File: src/rtl/imem_loader.sv
// Instruction-memory program loader: packs a little-endian byte stream into
// 32-bit words, writes them upward from address 0 and holds the core in reset meanwhile.
module imem_loader #(
   parameter int unsigned DEPTH = 256,
   parameter int unsigned AW    = 32,
   parameter int unsigned LW    = 16
) (
   input  logic          clk,
   input  logic          rst,
   input  logic          load_start,
   input  logic [LW-1:0] load_len,
   input  logic          in_valid,
   input  logic [7:0]    in_data,
   output logic          in_ready,
   output logic          imem_we,
   output logic [AW-1:0] imem_addr,
   output logic [31:0]   imem_wdata,
   output logic          core_rst_n,
   output logic          busy,
   output logic          done,
   output logic          error
);

   typedef enum logic [1:0] {
      ST_IDLE,
      ST_RECV,
      ST_WRITE,
      ST_DONE
   } state_e;

   state_e        state_q, state_d;
   logic [LW-1:0] len_q, len_d;
   logic [LW-1:0] cnt_q, cnt_d;
   logic [1:0]    idx_q, idx_d;
   logic [AW-1:0] addr_q, addr_d;
   logic [31:0]   word_q, word_d;
   logic          in_ready_q, in_ready_d;
   logic          we_q, we_d;
   logic          crn_q, crn_d;
   logic          busy_q, busy_d;
   logic          done_q, done_d;
   logic          error_q, error_d;

   logic          xfer;
   logic          len_zero;
   logic          len_too_big;
   logic [LW-1:0] cnt_inc;

   // in_ready_q is high exactly while in RECV, so it doubles as the state qualifier
   assign xfer        = in_valid && in_ready_q;
   assign len_zero    = (load_len == '0);
   assign len_too_big = (64'(load_len) > 64'(DEPTH));
   assign cnt_inc     = cnt_q + LW'(1);

   always_ff @(posedge clk or negedge rst) begin
      if (!rst) begin
         state_q <= ST_IDLE;
      end else begin
         state_q <= state_d;
      end
   end

   always_comb begin
      state_d = state_q;
      case (state_q)
         ST_IDLE: begin
            if (load_start) begin
               if (len_zero) begin
                  state_d = ST_DONE;
               end else if (!len_too_big) begin
                  state_d = ST_RECV;
               end
            end
         end
         ST_RECV: begin
            if (xfer && (idx_q == 2'd3)) begin
               state_d = ST_WRITE;
            end
         end
         ST_WRITE: begin
            state_d = (cnt_inc == len_q) ? ST_DONE : ST_RECV;
         end
         ST_DONE: begin
            state_d = ST_IDLE;
         end
         default: begin
            state_d = ST_IDLE;
         end
      endcase
   end

   // Outputs are decoded from the next state and registered, so each one
   // is valid in the same cycle the FSM occupies the corresponding state.
   always_comb begin
      len_d   = len_q;
      cnt_d   = cnt_q;
      idx_d   = idx_q;
      addr_d  = addr_q;
      word_d  = word_q;
      error_d = error_q;

      case (state_q)
         ST_IDLE: begin
            if (load_start) begin
               if (len_too_big) begin
                  error_d = 1'b1;
               end else if (!len_zero) begin
                  len_d  = load_len;
                  cnt_d  = '0;
                  idx_d  = '0;
                  addr_d = '0;
                  word_d = '0;
               end
            end
         end
         ST_RECV: begin
            if (xfer) begin
               word_d[{idx_q, 3'b000} +: 8] = in_data;
               idx_d                        = idx_q + 2'd1;
            end
         end
         ST_WRITE: begin
            addr_d = addr_q + AW'(4);
            cnt_d  = cnt_inc;
         end
         default: begin
         end
      endcase

      in_ready_d = (state_d == ST_RECV);
      we_d       = (state_d == ST_WRITE);
      busy_d     = (state_d == ST_RECV) || (state_d == ST_WRITE);
      done_d     = (state_d == ST_DONE);
      crn_d      = (state_d == ST_IDLE);
   end

   always_ff @(posedge clk or negedge rst) begin
      if (!rst) begin
         len_q      <= '0;
         cnt_q      <= '0;
         idx_q      <= '0;
         addr_q     <= '0;
         word_q     <= '0;
         in_ready_q <= 1'b0;
         we_q       <= 1'b0;
         crn_q      <= 1'b0;
         busy_q     <= 1'b0;
         done_q     <= 1'b0;
         error_q    <= 1'b0;
      end else begin
         len_q      <= len_d;
         cnt_q      <= cnt_d;
         idx_q      <= idx_d;
         addr_q     <= addr_d;
         word_q     <= word_d;
         in_ready_q <= in_ready_d;
         we_q       <= we_d;
         crn_q      <= crn_d;
         busy_q     <= busy_d;
         done_q     <= done_d;
         error_q    <= error_d;
      end
   end

   assign in_ready   = in_ready_q;
   assign imem_we    = we_q;
   assign imem_addr  = addr_q;
   assign imem_wdata = word_q;
   assign core_rst_n = crn_q;
   assign busy       = busy_q;
   assign done       = done_q;
   assign error      = error_q;

   a_we_no_ready : assert property (@(posedge clk) disable iff (!rst) imem_we |-> !in_ready);
   a_we_single   : assert property (@(posedge clk) disable iff (!rst) imem_we |=> !imem_we);
   a_addr_align  : assert property (@(posedge clk) disable iff (!rst) imem_addr[1:0] == 2'b00);

endmodule

File: config.mk
export PLATFORM = sky130hd
export DESIGN_NAME = imem_loader
export DESIGN_NICKNAME = d
export VERILOG_FILES = /design/src/rtl/imem_loader.sv
export SDC_FILE = /design/constraint.sdc
export NUM_CORES = 1
export LEC_CHECK = 0
export ABC_CLOCK_PERIOD_IN_PS = 6590
export BUFFER_PORTS_ARGS = -buffer_cell sky130_fd_sc_hd__buf_4
export CORE_UTILIZATION = 60
export DETAILED_ROUTE_END_ITERATION = 8
export PLACE_DENSITY = 0.85
export RECOVER_POWER = 50
export SYNTH_ARGS = -nofsm -noshare
export SYNTH_HDL_FRONTEND = slang
export SYNTH_SLANG_ARGS = --single-unit
File: constraint.sdc
create_clock -name clk -period 6.59 [get_ports clk]
set_input_delay 0.9885 -clock clk [delete_from_list [all_inputs] [get_ports clk]]
set_output_delay 0.9885 -clock clk [all_outputs]
set_load 0.02 [all_outputs]
; Word-level counts from Yosys, hierarchy flattened
; Cells that the tools add are included.
[totals]
elab_cells = 67
out_inout_bits = 70
in_bits = 28
reg_bits = 106
[classes]
bitwise_logic = 2
shift = 2
magnitude_cmp = 1
n_eq_ne = 12
n_mux = 22
n_reduce_logical = 12
add_sub_neg = 4
[ops]
columns = operator, count
row1 = $mux 32, 4
row2 = $pmux 32 s2, 2
row3 = $mux 16, 3
row4 = $add 32x3->32 const B, 1
row5 = $bwmux 32, 1
row6 = $pmux 16 s2, 1
row7 = $shift 8x7->32 const A, 1
row8 = $shiftx 8x7->32, 1
row9 = $mux 2, 9
row10 = $add 16x1->16 const B, 1
row11 = $eq 16x16->1, 1
row12 = $gt 16x9->1 const B, 1
row13 = $logic_not 16->1, 1
row14 = $eq 2x2->1 const B, 5
row15 = $ne 2x2->1 const B, 4
row16 = $pmux 2 s4, 1
row17 = $reduce_and 4->1, 2
row18 = $neg 5->7, 1
row19 = $reduce_and 5->1, 1
row20 = $eq 2x1->1 const B, 2
row21 = $logic_not 2->1, 2
row22 = $pmux 2 s2, 1
row23 = $reduce_bool 2->1, 2
row24 = $reduce_and 3->1, 1
row25 = other kinds (4), 6

; Longest topological paths before layout
; Gate-level depths: netlist (run 1).
[depth]
depth_word = 7
depth_mapped = 9
depth_no_buf = 8

; Least setup slack after synthesis (run 1)
; No wires, ideal clock.
[synth_timing]
path_kind = input to register
start = input port load_len[1]
end = register addr_q[16] (netlist: imem_addr[16])
path_buffers = 1
path_stages = 7
slack_ps = 3750
t_arrival_ps = 2719
setup_time_ps = 121
path_cell_list = or4_1 -> or3_4 -> a31oi_4 -> buf_2 -> nor2_1 -> a31oi_1 -> nor2_1
[synth_via]
elab_chain_len = 3
word_cells_on_any_way = 5
cone_classes = order compare (1) / eq/ne (2) / reduce/logical (2)
[synth_lines]
columns = element, line
row1 = from (decl), 11  ; input logic [LW-1:0] load_len,
row2 = $gt 16x9->1 / $logic_not 16->1 (equally long branches), "52, 51"
row3 = $ne 2x2->1 (no line), n/a
row4 = $reduce_and 4->1 (no line) *, n/a
row5 = to (signal assigned), 154  ; addr_q <= addr_d;
row6 = to (decl), 35  ; logic [AW-1:0] addr_q, addr_d;
; Mark *: on every way between the ends. The rest lies on a longest branch, timed or not.
; A chain may end at the register's enable or synchronous reset.

==> results of run 1 <==
[sequential cells by signal (all words and copies together) (netlist names)]
register and count:
len_q 16, cnt_q 16, idx_q 2, busy 1, done 1, imem_wdata 32
core_rst_n 1, imem_we 1, imem_addr 30, state_q 2, in_ready 1, error 1
[metal layers]
layer / vias to the layer above / GRT usage [%]
li1: 2231 / -
met1: 2280 / 39.0
met2: 200 / 47.2
met3: 30 / 4.68
met4: 0 / 11.4
met5: - / 0
[worst min-delay path by stage]
| stage | from | cells after the start | slack (ns) | end |
|---|---|---|---|---|
| 6_report | imem_wdata[19]$_DFFE_PN0P_ | 2 | 0.49 | imem_wdata[19]$_DFFE_PN0P_ |
| 5_1_grt | imem_wdata[20]$_DFFE_PN0P_ | 2 | 0.51 | imem_wdata[20]$_DFFE_PN0P_ |
| 4_1_cts | imem_wdata[19]$_DFFE_PN0P_ | 2 | 0.50 | imem_wdata[19]$_DFFE_PN0P_ |
| 3_5_place_dp | imem_wdata[19]$_DFFE_PN0P_ | 2 | 0.47 | imem_wdata[19]$_DFFE_PN0P_ |
| 3_3_place_gp | imem_wdata[26]$_DFFE_PN0P_ | 2 | 0.46 | imem_wdata[26]$_DFFE_PN0P_ |
| 2_1_floorplan | cnt_q[15]$_DFFE_PN0P_ | 1 | 0.47 | cnt_q[15]$_DFFE_PN0P_ |
[cell usage after synthesis (all sizes together) (2+ instances only)]
cell type,instances
xnor2,25
a22o,4
mux2i,2
and4,10
buf,23
or3,2
nand2,90
and3,15
nor2b,7
nor2,41
or4,4
o31ai,4
a21oi,22
clkbuf,17
nor3,12
o21bai,5
or2,2
and2,5
inv,8
dfrtp,104
o21ai,77
a31o,2
mux2,9
nand4,10
nor4b,5
o41ai,6
a211o,3
nand3,24
nor4,14
ha,9
a31oi,9
nand2b,3
xor2,9
[cells in the final DEF (no fill, tap or decap), types with 2 or more instances in the layout]
master    instances
nand4_1           9
and3_1           15
clkbuf_8         10
nor3_1           12
a31o_2            2
nand2_1          90
dfrtp_1         104
o21ai_0          75
a21oi_1          22
o31ai_1           4
conb_1            2
nor2_1           41
nor4b_1           4
a22o_1            4
nor2b_1           7
mux2i_1           2
a31oi_1           8
o21bai_1          5
o41ai_1           6
a211o_1           3
xor2_1            9
clkbuf_1         51
nand3_1          23
buf_4            47
inv_1             8
xnor2_1          25
and4_1           10
nand2b_1          3
mux2_2            9
clkinv_4          2
nor4_1           13
ha_1              9
and2_1            5
or4_1             3
[logic make-up (layout without fill, tap and decap cells)]
group | after synthesis | after routing
compound gates | 138 | 138
xor+xnor | 34 | 34
fa+ha+maj | 9 | 9
buf+inv | 48 | 123
flops | 104 | 104
mux | 11 | 11
other cells | 1 | 2
simple gates | 246 | 246
[where the power goes]
group	total (mW)	internal (mW)	switching, mW
clock	0.425	0.191	0.234
combinational	0.134	0.0518	0.0821
sequential	0.690	0.658	0.0316
total	1.25	0.901	0.347
[per-stage QoR]
stage	cell area [sq um]	total power, mW	hold slack (ns)	cells	util [%]
after CTS	6350	1.26	0.497	775	72.4
after detailed placement	6130	0.838	0.474	759	70.0
after global placement	6130	0.831	0.464	759	70.0
after floorplan	5450	0.777	0.469	592	-
after global routing	6160	1.29	0.508	775	70.3
final	6160	1.25	0.490	775	70.3
[final cells by class]
cell class	count	share of cell area [%]
well taps	108	2.19
clock buffers	10	2.23
inverters	8	0.488
multi-input cells	440	42.7
flip-flops and latches	104	42.3
clock inverters	6	1.22
repair buffers	99	8.92
[tightest hold or removal path, stage by stage, from the launching register on]
cell and delay [ns]:
dfrtp_1 0.36, nand2_1 0.05, o21ai_0 0.06
==> metrics.txt, run 1 <==
leakage power=2.60 nW; failing checks=capacitance limit, slew limit; Crit path max-delay family=buffers and inverters; # resized after CTS=0; Die ar.=9460 sq um; met3 routed WL=887 um; Area Growth Syn to Fin=13.1%; Max-Cap Viols=2; Fillers=717; post-synthesis mux area share=2.23%; Least-Margin Pin Slew=1.75 ns; # setup viols final=0; cts hold-fix bufs=0; Cells after Synth=591; Clock transition at path regs=0.10 ns; Vias=4741; Cell Chain, Critical Path=clkbuf_1 > clkbuf_2; final hold viol count=0; H-Tree Depth=3; worst setup slack after layout=3.07 ns; DR WL met2=6.36 mm; Chip Width=97.3 um; register area share after synthesis=47.8%; Initial Utilization=62.2%; CP arrival=3.69 ns; first-pass GRT wire length=22.1 mm; Post-synth EDFFs=0; end of the worst register-to-register path=busy$_DFF_PN0_; Post-Synth XOR/XNOR Area=5.47%; PortBufs=95; drt pass-1 iters=5; largest net degree at the start of global routing=74; drt via density=6.12; top post-synthesis cells by area=dfrtp_1 (48%), o21ai_0 (6.9%), nand2_1 (6.2%), xnor2_1 (4.0%), nor2_1 (2.8%); initial antenna violation count=0; setup TNS=0 ns; Cell variety after synth=55; Worst path slowest cell=clkbuf_2; WL/cell=17.3 um; Startpoint Class=primary input; # nets final=699; Clock Tree Buf Depth=2; total grt overflow=0; post-synthesis area per instance=9.22 sq um; Clock Latency Late Sink=0.37 ns; worst clock skew=0.00807 ns; Yosys top cell by area=dfrtp_1; top cell type's share of synthesized area=47.8%; FMAX=284 MHz; DIE HEIGHT=97.3 um; worst setup path category=primary input to asynchronous set/reset pin; pwr dens=203 nW/um^2; ANT cells=0; crit path from=rst; Synth Area in Compound Gates=15.1%; period utilisation layout=53.4%; crit path to=cnt_q[14]$_DFFE_PN0P_; Worst Reg-to-Reg Cells=8; Num CTS Buffers=9; FF/Latch Area=2600 sq um; initial DRC count=285; status=complete, but fails checks; IO Pins=98; Clock Tree Root=clkbuf_8; Hold Crit Class=register to register; largest stage delay on the critical path=1.46 ns; Post-Synth Adder-Cell Area=2.07%; maximum VDD drop=102 uV; most used flip-flop cell after synthesis=dfrtp_1; row count=34; Levels on crit path=2; core area=8760 sq um; synthesized flop and latch total=104; gr usage total=28.9%; share of layout cells above drive strength 1=12.9%; RSZ-0062 raised after global routing=false; area of the multi-input gates=2630 sq um; Detail Route Antenna Nets=0; main combinational cell family by area after synthesis=simple AND/OR/NAND/NOR gates; Synth Area in Simple Gates=23.2%; routed length on met1=5.82 mm; Critical Path RT=6.76 ns; max-slew violations=107; pre-CTS WS=2.90 ns; vias in the first global route=4509; CTS tree=done; hpwl dp=9.32 mm; GP Congestion=0.860; Worst R2R Start=cnt_q[0]$_DFFE_PN0P_; Post CTS Setup Buffer Count=0; Synth warnings=0; Slew HR=-16.9%; fin crit period=3.52 ns; fraction of registers with async set/reset=100%; Residual DRC=0; reg-to-reg slack, setup=3.72 ns; Routed WL=13.4 mm; CP endpoint kind=asynchronous set/reset pin; top routing layer in use=met4; crit-path max FO=73; crit path buf inv count=2; # clock sinks=104; synthesized area=5450 sq um
(Power assumes the default switching activity.)
==> run 2: changes to the inputs <==
- ABC_AREA: not set -> 1
- ABC_CLOCK_PERIOD_IN_PS: 6590 -> 3550
- CORE_UTILIZATION: 60 -> 57
- PLACE_DENSITY: 0.85 -> 0.8
- clock period: 6.59 -> 3.55 ns (I/O delays scaled with it)
==> run 2 against run 1 <==
The run still ends with capacitance limit, slew limit left. Clock power up 92%. Sequential power is 100% higher. Core utilization fell by 3.3 points. Critical path depth unchanged. Sequential cell count did not move. Global-route usage decreased by 1.5 points. Total power increased by 140%. Cell area up 12%. Synthesized cell count increased by 32%. Largest cell class unchanged. Largest power group unchanged. Highest routed layer unchanged.
==> metrics.txt, run 2 <==
status=complete, but fails checks; failing checks=capacitance limit, slew limit; Int Power=1.93 mW; Clock Tree Root=clkbuf_8; Startpoint Class=primary input; CP arrival=2.64 ns; drt via density=5.50; H-Tree Depth=3; final hold viol count=0; top-count cell post-synth=nand2_1; ANT cells=0; fin crit period=2.32 ns; drt pass-1 iters=5; Vias=5525; Crit path max-delay family=buffers and inverters; initial DRC count=359; # clock sinks=104; Layout Cells excl Fill=1004; Worst path slowest cell=clkbuf_2; period utilisation layout=65.2%; Synth top cells by count=nand2_1 (203), dfrtp_1 (104), nand3_1 (97); Max-Cap Viols=1; Cells after Synth=778; most frequent cells in the layout=nand2_1 (202), dfrtp_1 (104), nand3_1 (97); CP endpoint kind=asynchronous set/reset pin; leakage power=3.16 nW; Die ar.=11000 sq um; maximum VDD drop=357 uV; initial antenna violation count=0; Hold Crit Class=primary input to register; top cell type's share of synthesized area=43.0%; pwr dens=431 nW/um^2; hpwl dp=10.6 mm; Clock transition at path regs=0.09 ns; Yosys top cell by area=dfrtp_1; Chip Width=105 um; largest stage delay on the critical path=1.06 ns; CTS tree=done; most frequent CP cell=clkbuf_2; Sw Ratio=35.3%; RSZ-0062 raised after global routing=false; synthesized area=6050 sq um; # resized after CTS=0; PortBufs=95; Area Growth Syn to Fin=14.3%; Cell Chain, Critical Path=clkbuf_2 > clkbuf_2; row count=37; # setup viols final=0; share of layout cells above drive strength 1=18.2%; vias in the first global route=5400; largest net degree at the start of global routing=61; Clock Tree Buf Depth=2; Clock Latency Late Sink=0.37 ns; first-pass GRT wire length=24.4 mm; max reg flops=32; Routed WL=14.3 mm; max-slew violations=61; Least-Margin Pin Slew=1.52 ns; Initial Utilization=58.6%; most used flip-flop cell after synthesis=dfrtp_1; Final Core Density=67.0%; worst setup slack after layout=1.23 ns; Num CTS Buffers=9; WHS=0.389 ns; Comb pwr share=25.8%; register area share after synthesis=43.0%; IO Pins=98; Post-synth EDFFs=0; Post CTS Setup Buffer Count=0; worst clock skew=0.0107 ns; gr usage total=27.4%; Design Area, Final=6910 sq um; core area=10300 sq um; Synth warnings=0; cts hold-fix bufs=0; overall power=2.98 mW; crit-path max FO=60; WL/cell=14.3 um; Reg power frac=46.9%; fraction of registers with async set/reset=100%; # nets final=900; GP Congestion=0.899; Residual DRC=0; pre-CTS WS=1.29 ns; Cell variety after synth=37; synthesized flop and latch total=104; top post-synthesis cells by area=dfrtp_1 (43%), nand2_1 (13%), nand3_1 (8.0%), o21ai_2 (4.8%), inv_1 (4.7%); setup TNS=0 ns; worst setup path category=primary input to asynchronous set/reset pin; post-synthesis area per instance=7.77 sq um; DP Area=6840 sq um; crit path buf inv count=2; clock network power share=27.3%; Fillers=902; Critical Path RT=3.88 ns; total grt overflow=0; placed cells=988; commonest non-fill, non-tap cell in the layout=nand2_1; Detail Route Antenna Nets=0; FMAX=432 MHz; DIE HEIGHT=105 um; Switch Pwr=1.05 mW; Slew HR=-1.14%
==> run 2: cell count changes after synthesis, moves of 17 or more <==
cell | previous run | this run
inv_1 | 8 | 75
nand2_1 | 90 | 203
nand3_1 | 23 | 97
nor2_1 | 41 | 59
o21ai_0 | 75 | 9
o21ai_1 | 1 | 22
o21ai_2 | 1 | 33
or2_2 | 1 | 22
xnor2_1 | 25 | 8
==> run 2: power groups by stage <==
stage	sequential, mW	combinational (mW)	clock [mW]
after global routing	1.41	0.859	0.870
after detailed placement	1.42	0.823	0
final	1.40	0.769	0.814
after floorplan	1.48	0.475	0
after global placement	1.41	0.795	0
after CTS	1.40	0.824	0.830
==> run 2: layout make-up <==
type / count / area [sq um] / share of cell area [%]
inverters: 81 / 304 / 4.40
flip-flops and latches: 104 / 2600 / 37.6
well taps: 136 / 170 / 2.46
clock inverters: 5 / 80.1 / 1.16
clock buffers: 11 / 141 / 2.05
multi-input cells: 568 / 3000 / 43.4
repair buffers: 99 / 614 / 8.89
==> run 2: layer usage <==
| layer | vias to the layer above | wire [um] | track usage, % |
|---|---|---|---|
| li1 | 2705 | - | - |
| met3 | 23 | 802 | 4.87 |
| met1 | 2609 | 6140 | 35.2 |
| met4 | 0 | 251 | 9.05 |
| met2 | 188 | 7150 | 46.9 |
| met5 | - | 0 | 0 |
==> run 2: final timing paths <==
kind | cells after the start | slack, ns | startpoint | end
min | 2 | 0.39 | load_len[3] | len_q[3]$_DFFE_PN0P_
min in group asynchronous | 1 | 0.51 | rst | imem_addr[31]$_DFFE_PN0P_
max reg2reg | 14 | 1.27 | cnt_q[0]$_DFFE_PN0P_ | busy$_DFF_PN0_
min reg2reg | 2 | 0.49 | imem_wdata[16]$_DFFE_PN0P_ | imem_wdata[16]$_DFFE_PN0P_
max | 2 | 1.23 | rst | imem_wdata[1]$_DFFE_PN0P_
max in group clk | 14 | 1.27 | cnt_q[0]$_DFFE_PN0P_ | busy$_DFF_PN0_
==> run 2: logic make-up (layout without fill, tap and decap cells) <==
| kind of cell | Yosys count | in the layout | synth area share (%) |
|---|---|---|---|
| AOI/OAI and AO/OA | 79 | 79 | 8.94 |
| xor gates and xnor gates | 15 | 15 | 2.67 |
| adders and majority gates | 9 | 9 | 1.86 |
| buffers and inverters | 107 | 196 | 7.39 |
| DFF | 104 | 104 | 43.0 |
| muxes | 1 | 1 | 0.186 |
| other | 1 | 2 | 0.0620 |
| and+or+nand+nor | 462 | 462 | 35.9 |
